[src/rtl/chan_scan_mux.sv]
// Registered N-channel word multiplexer with manual select and automatic
// round-robin scanning at a programmable rate, with a hold input.
module chan_scan_mux #(
  parameter int unsigned WIDTH    = 8,
  parameter int unsigned CHANNELS = 4,
  parameter int unsigned DIV      = 1000,
  parameter int unsigned SELW     = (CHANNELS > 2) ? $clog2(CHANNELS) : 1
) (
  input  logic                      clk,
  input  logic                      reset,
  input  logic [CHANNELS*WIDTH-1:0] in_flat,
  input  logic                      mode,
  input  logic [SELW-1:0]           sel,
  input  logic                      hold,
  output logic [WIDTH-1:0]          y,
  output logic [SELW-1:0]           active_ch,
  output logic                      step
);

  localparam int unsigned PW = (DIV > 1) ? $clog2(DIV) : 1;
  localparam logic [SELW-1:0] LAST_CH = SELW'(CHANNELS - 1);
  localparam logic [PW-1:0]   TERM    = PW'(DIV - 1);

  logic [PW-1:0]    pre;
  logic [PW-1:0]    pre_next;
  logic [SELW-1:0]  ch_next;
  logic             step_next;
  logic [WIDTH-1:0] y_next;

  // State register: all outputs come straight from flops.
  always_ff @(posedge clk or posedge reset) begin
    if (reset) begin
      pre       <= '0;
      active_ch <= '0;
      y         <= '0;
      step      <= 1'b0;
    end else begin
      pre       <= pre_next;
      active_ch <= ch_next;
      y         <= y_next;
      step      <= step_next;
    end
  end

  // Next channel / prescaler; hold beats terminal count, manual never steps.
  always_comb begin
    pre_next  = pre;
    ch_next   = active_ch;
    step_next = 1'b0;
    if (!mode) begin
      pre_next = '0;
      ch_next  = (sel > LAST_CH) ? LAST_CH : sel;
    end else if (!hold) begin
      if (pre == TERM) begin
        pre_next  = '0;
        step_next = 1'b1;
        ch_next   = (active_ch == LAST_CH) ? '0 : SELW'(active_ch + SELW'(1));
      end else begin
        pre_next = PW'(pre + PW'(1));
      end
    end
  end

  // ch_next is always in range, so the part-select never leaves in_flat.
  always_comb begin
    y_next = in_flat[int'(ch_next)*WIDTH +: WIDTH];
  end

endmodule

[config.mk]
export PLATFORM = sky130hd
export DESIGN_NAME = chan_scan_mux
export DESIGN_NICKNAME = d
export VERILOG_FILES = /design/src/rtl/chan_scan_mux.sv
export SDC_FILE = /design/constraint.sdc
export NUM_CORES = 1
export LEC_CHECK = 0
export CORE_MARGIN = 2
export CORE_UTILIZATION = 45
export CTS_BUF_LIST = sky130_fd_sc_hd__clkbuf_8
export DETAILED_ROUTE_END_ITERATION = 10
export PLACE_DENSITY = 0.78
export RECOVER_POWER = 50
export SYNTH_ARGS = -nofsm -noshare
export SYNTH_HDL_FRONTEND = slang
export SYNTH_SLANG_ARGS = --single-unit
export TNS_END_PERCENT = 5
[constraint.sdc]
create_clock -name clk -period 3.2 [get_ports clk]
set_input_delay 0.64 -clock clk [delete_from_list [all_inputs] [get_ports clk]]
set_output_delay 0.64 -clock clk [all_outputs]
set_load 0.01 [all_outputs]
* Word level (Yosys, flattened, before mapping)
Index checks and enable logic that the tools add are counted.
Word-level totals: bits in registers 21, latch bits 0, memory bits (writable) 0, memory bits (read-only) 0, input port bits 38, output and inout bits 11, memories 0
Cells by class: add/subtract/negate cells 2, multiply operators 0, divide/modulo/power cells 0, $lt $le $gt $ge 1, eq/ne operators 3, shifts and indexed selects 1, mux-type cells 11, bitwise logic cells 0, reductions and logical operators 0
Operators by type and width (number):
- 32-bit by 6-bit indexed part select with 8-bit output | 1
- 10-bit two-way mux | 3
- 10-bit by 1-bit adder with 10-bit output (second input constant) | 1
- 10-bit == test (second input constant) | 1
- 2-bit two-way mux | 5
- 1-bit two-way mux | 3
- 2-bit by 1-bit adder with 2-bit output (second input constant) | 1
- 2-bit == test (second input constant) | 1
- 2-bit > comparator (second input constant) | 1
- 2-bit != test (second input constant) | 1

* Longest topological paths before layout
depth after elaboration 6, mapped depth 8, gate-level depth less buffers 6

* Least setup slack after synthesis
Ideal clock, no wire load.
path kind input to register, start point input hold, end point register y[0], library setup time 0.131 ns, arrival 1.994 ns, data required time 3.069 ns, setup slack 1.075 ns, cell stages on the path 7, buffers on the path 2, path through buf_2 -> or3_1 -> nor4_4 -> o31ai_2 -> buf_6 -> mux2i_1 -> mux2i_1
On the way: cells in the longest elaborated chain, start to end 3
RTL lines:
- from (decl) | line 14 | input logic hold,
- 2-bit two-way mux | line 53 | end else if (!hold) begin
- 2-bit two-way mux | line 50 | if (!mode) begin
- 32-bit by 6-bit indexed part select with 8-bit output | line 66 | y_next = in_flat[int'(ch_next)*WIDTH +: WIDTH];
- via y_next[0] | line 28 | logic [WIDTH-1:0] y_next;
- to (signal assigned) | line 40 | y <= y_next;
- to (decl) | line 15 | output logic [WIDTH-1:0] y,
The timed path passes the listed nets, and every way through them passes these cells. A chain may end at the register's enable or synchronous reset.

* Final worst setup path
start point input hold, end point register y[2]
Same word-level chain as after synthesis.

==> results by group <==
Worst setup path
  • Reg-to-reg endpoint: y[2]$_DFF_PP0_
  • Crit path capture type: register
  • Crit Path Max Fanout: 10
  • CP arrival: 2.61 ns
  • Data required time at the worst endpoint: 3.32 ns
  • Reg2Reg Setup Slack: 0.78 ns
  • CP Launch Type: input pin
  • R2r worst-path depth: 7
  • Reg2reg start: pre[0]$_DFFE_PP0P_
  • WS Path Type: in2reg

Die
  • I/O pins: 49
  • Die Span X: 61.8 um
  • Initial Util: 48.4%
  • Cell Rows: 20
  • Die Ht: 61.8 um
  • Total die area: 3820 um^2
  • Core area: 3100 um^2

Cells and area
  • # nets final: 245
  • Most frequent cells in the layout: clkdlybuf4s50_1, mux2i_1, dfrtp_1
  • Area growth, synth to finish: 35.4%
  • Number of fill cells in the layout: 282
  • Ant diodes: 0
  • Most common cell after layout, fill and taps aside: clkdlybuf4s50_1
  • Final core utilization: 65.6%
  • Layout cell share with drive strength beyond 1: 7.84%

Power and ir drop
  • Internal power: 0.483 mW
  • Total chip power: 0.663 mW
  • Clock power share: 25.4%
  • Pwr/cell area: 326 nW/um^2
  • Peak VDD IR: 0.000149 V
  • Sw Ratio: 27.2%
  • Reg power frac: 44.4%
  • Net Sw Power: 0.181 mW
  • Leakage: 0.894 nW
  • Comb pwr share: 30.2%

Logic synthesis
  • Syn nets: 199
  • Mapped Area: 1500 um^2
  • Cell count after synthesis: 159
  • Avg Cell Area, Syn: 9.45 um^2
  • Warnings, synthesis: 0
  • Netlist cell types: 31
  • #FFs+latches synth: 21
  • Register area share after synthesis: 35.0%

GRT
  • Largest net degree at the start of global routing: 30
  • Global-route wire length before repair: 6070 um
  • GRT overflow: 0
  • Vias in the first global route: 1382
  • Antenna violations before repair: 0
  • Total GRT Usage: 21.2%

Run status
  • Status: finished clean

Timing
  • Final hold viol count: 0
  • Crit path time final: 2.49 ns
  • Slew @ Worst Pin: 0.784 ns
  • Worst setup margin: 0.711 ns
  • TNS Setup: 0 ns
  • Slew Limit Fails: 0
  • Tcrit/Tclk final: 77.8%
  • Setup Skew: 0.00282 ns
  • Slew Limit Headroom: 47.7%
  • # setup viols final: 0
  • Unrepaired setup endpoints after global routing: no
  • Max Freq: 0.402 GHz

Worst hold path
  • Min-Delay Endpoint: pre[1]$_DFFE_PP0P_
  • Hold path cells: 2
  • Worst hold start: pre[1]$_DFFE_PP0P_
  • HP Class: reg2reg

CTS
  • H-tree depth: 1
  • Cts bufs inserted: 3
  • PostCTS Resize Cnt: 0
  • Clock latency on the worst-skew pair: 0.25 ns
  • Clock buffer depth: 2
  • Clock sinks: 21
  • Post-CTS Hold Fix Bufs: 0
  • Setup bufs post-CTS: 0
  • Clk slew on worst S/H paths: 0.07 ns
  • Clock Root Buffer: clkbuf_8
  • TritonCTS clock tree: yes

Routing
  • Via count: 1372
  • DR DRC count: 0
  • First-pass iteration count of the detailed router: 4
  • Detailed router's first-iteration violation count: 51
  • WL final: 3700 um
  • Routed wire length per instance: 14.9 um
  • Antenna Violating Nets Remaining: 0
  • Drt via density: 5.53

Placement
  • Gpl congestion: 0.817
  • PortBufs: 48
  • Post-DP HPWL: 2980 um
  • Place WS: 0.423 ns

Job
  • Max-cap viol count: 0
==> critical path, stage by stage <==
cell and delay [ns]:
clkdlybuf4s50_1 0.57, o41a_1 0.61, o31ai_2 0.22, buf_4 0.23, mux2i_1 0.23, mux2i_1 0.10
==> state kept, by name, indices dropped and copies added (netlist names) <==
register	flops
y	8
pre	10
step	1
active_ch	2
==> metrics by stage <==
step,instance area [um^2],std cells,hold WS [ns]
after global routing,2030,248,0.606
after floorplan,1500,159,0.527
final,2030,248,0.576
after detailed placement,2000,244,0.569
after CTS,2050,248,0.583
after global placement,2000,244,0.550
==> metal layers <==
metal	routed length, um	track usage, %	vias to the layer above
li1	-	-	664
met5	0	0	-
met4	22	6.69	0
met1	1620	27.8	665
met3	218	2.07	2
met2	1840	36.8	41
==> cell type report <==
cell class	instances	area [um^2]	share of cell area, %
flip-flops and latches	21	526	25.8
clock inverters	1	5.00	0.246
inverters	11	41.3	2.03
multi-input cells	116	856	42.1
well taps	44	55.1	2.71
repair buffers	52	510	25.1
clock buffers	3	41.3	2.03
==> logic make-up (layout without fill, tap and decap cells) <==
logic type	Yosys count	after routing	synth area share (%)
multiplexers	25	25	16.7
adder cells (fa/ha/maj)	2	2	1.67
AO/OA/AOI/OAI	34	34	16.4
AND/OR/NAND/NOR	49	49	19.7
XOR/XNOR	6	6	3.50
buffers and inverters	22	67	7.08
flip-flops	21	21	35.0
==> cell usage after synthesis, drive strengths merged <==
master  number  share of area [%]
buf          6                3.1
nor4         2                2.8
nand3        3                1.0
a221oi       8                4.7
dfrtp       21                 35
o21ai       10                3.3
ha           2                1.7
clkbuf       5                1.2
a311oi       8                4.7
nor2b        2               0.83
mux2i       25                 17
nor3         2               0.67
nand4        1                1.4
a21boi       1               0.50
inv         11                2.7
o41a         1               0.75
xnor2        3                1.7
xor2         3                1.7
or3b         1               0.58
and3         2               0.83
or3          3                1.2
or4          1               0.50
nand4b       1                1.6
o31ai        1               0.83
nor2        16                4.0
nand2       12                3.0
or2          3                1.2
a21oi        5                1.7
==> power groups by stage <==
stage / sequential (mW) / clock (mW) / combinational [mW]
final: 0.294 / 0.168 / 0.200
after global routing: 0.297 / 0.192 / 0.220
after CTS: 0.295 / 0.175 / 0.203
after detailed placement: 0.300 / 0 / 0.202
after global placement: 0.299 / 0 / 0.196
after floorplan: 0.305 / 0 / 0.0954
==> worst max path at each step <==
| stage | from | end | slack, ns | cells past startpoint |
|---|---|---|---|---|
| floorplan | hold | y[0]$_DFF_PP0_ | 1.07 | 7 |
| global placement | hold | y[2]$_DFF_PP0_ | 0.53 | 6 |
| CTS | hold | y[2]$_DFF_PP0_ | 0.71 | 6 |
| finish | hold | y[2]$_DFF_PP0_ | 0.71 | 6 |
| global route | pre[0]$_DFFE_PP0P_ | y[2]$_DFF_PP0_ | 0.56 | 7 |
| detailed placement | hold | y[2]$_DFF_PP0_ | 0.42 | 6 |
(Power assumes the default switching activity.)
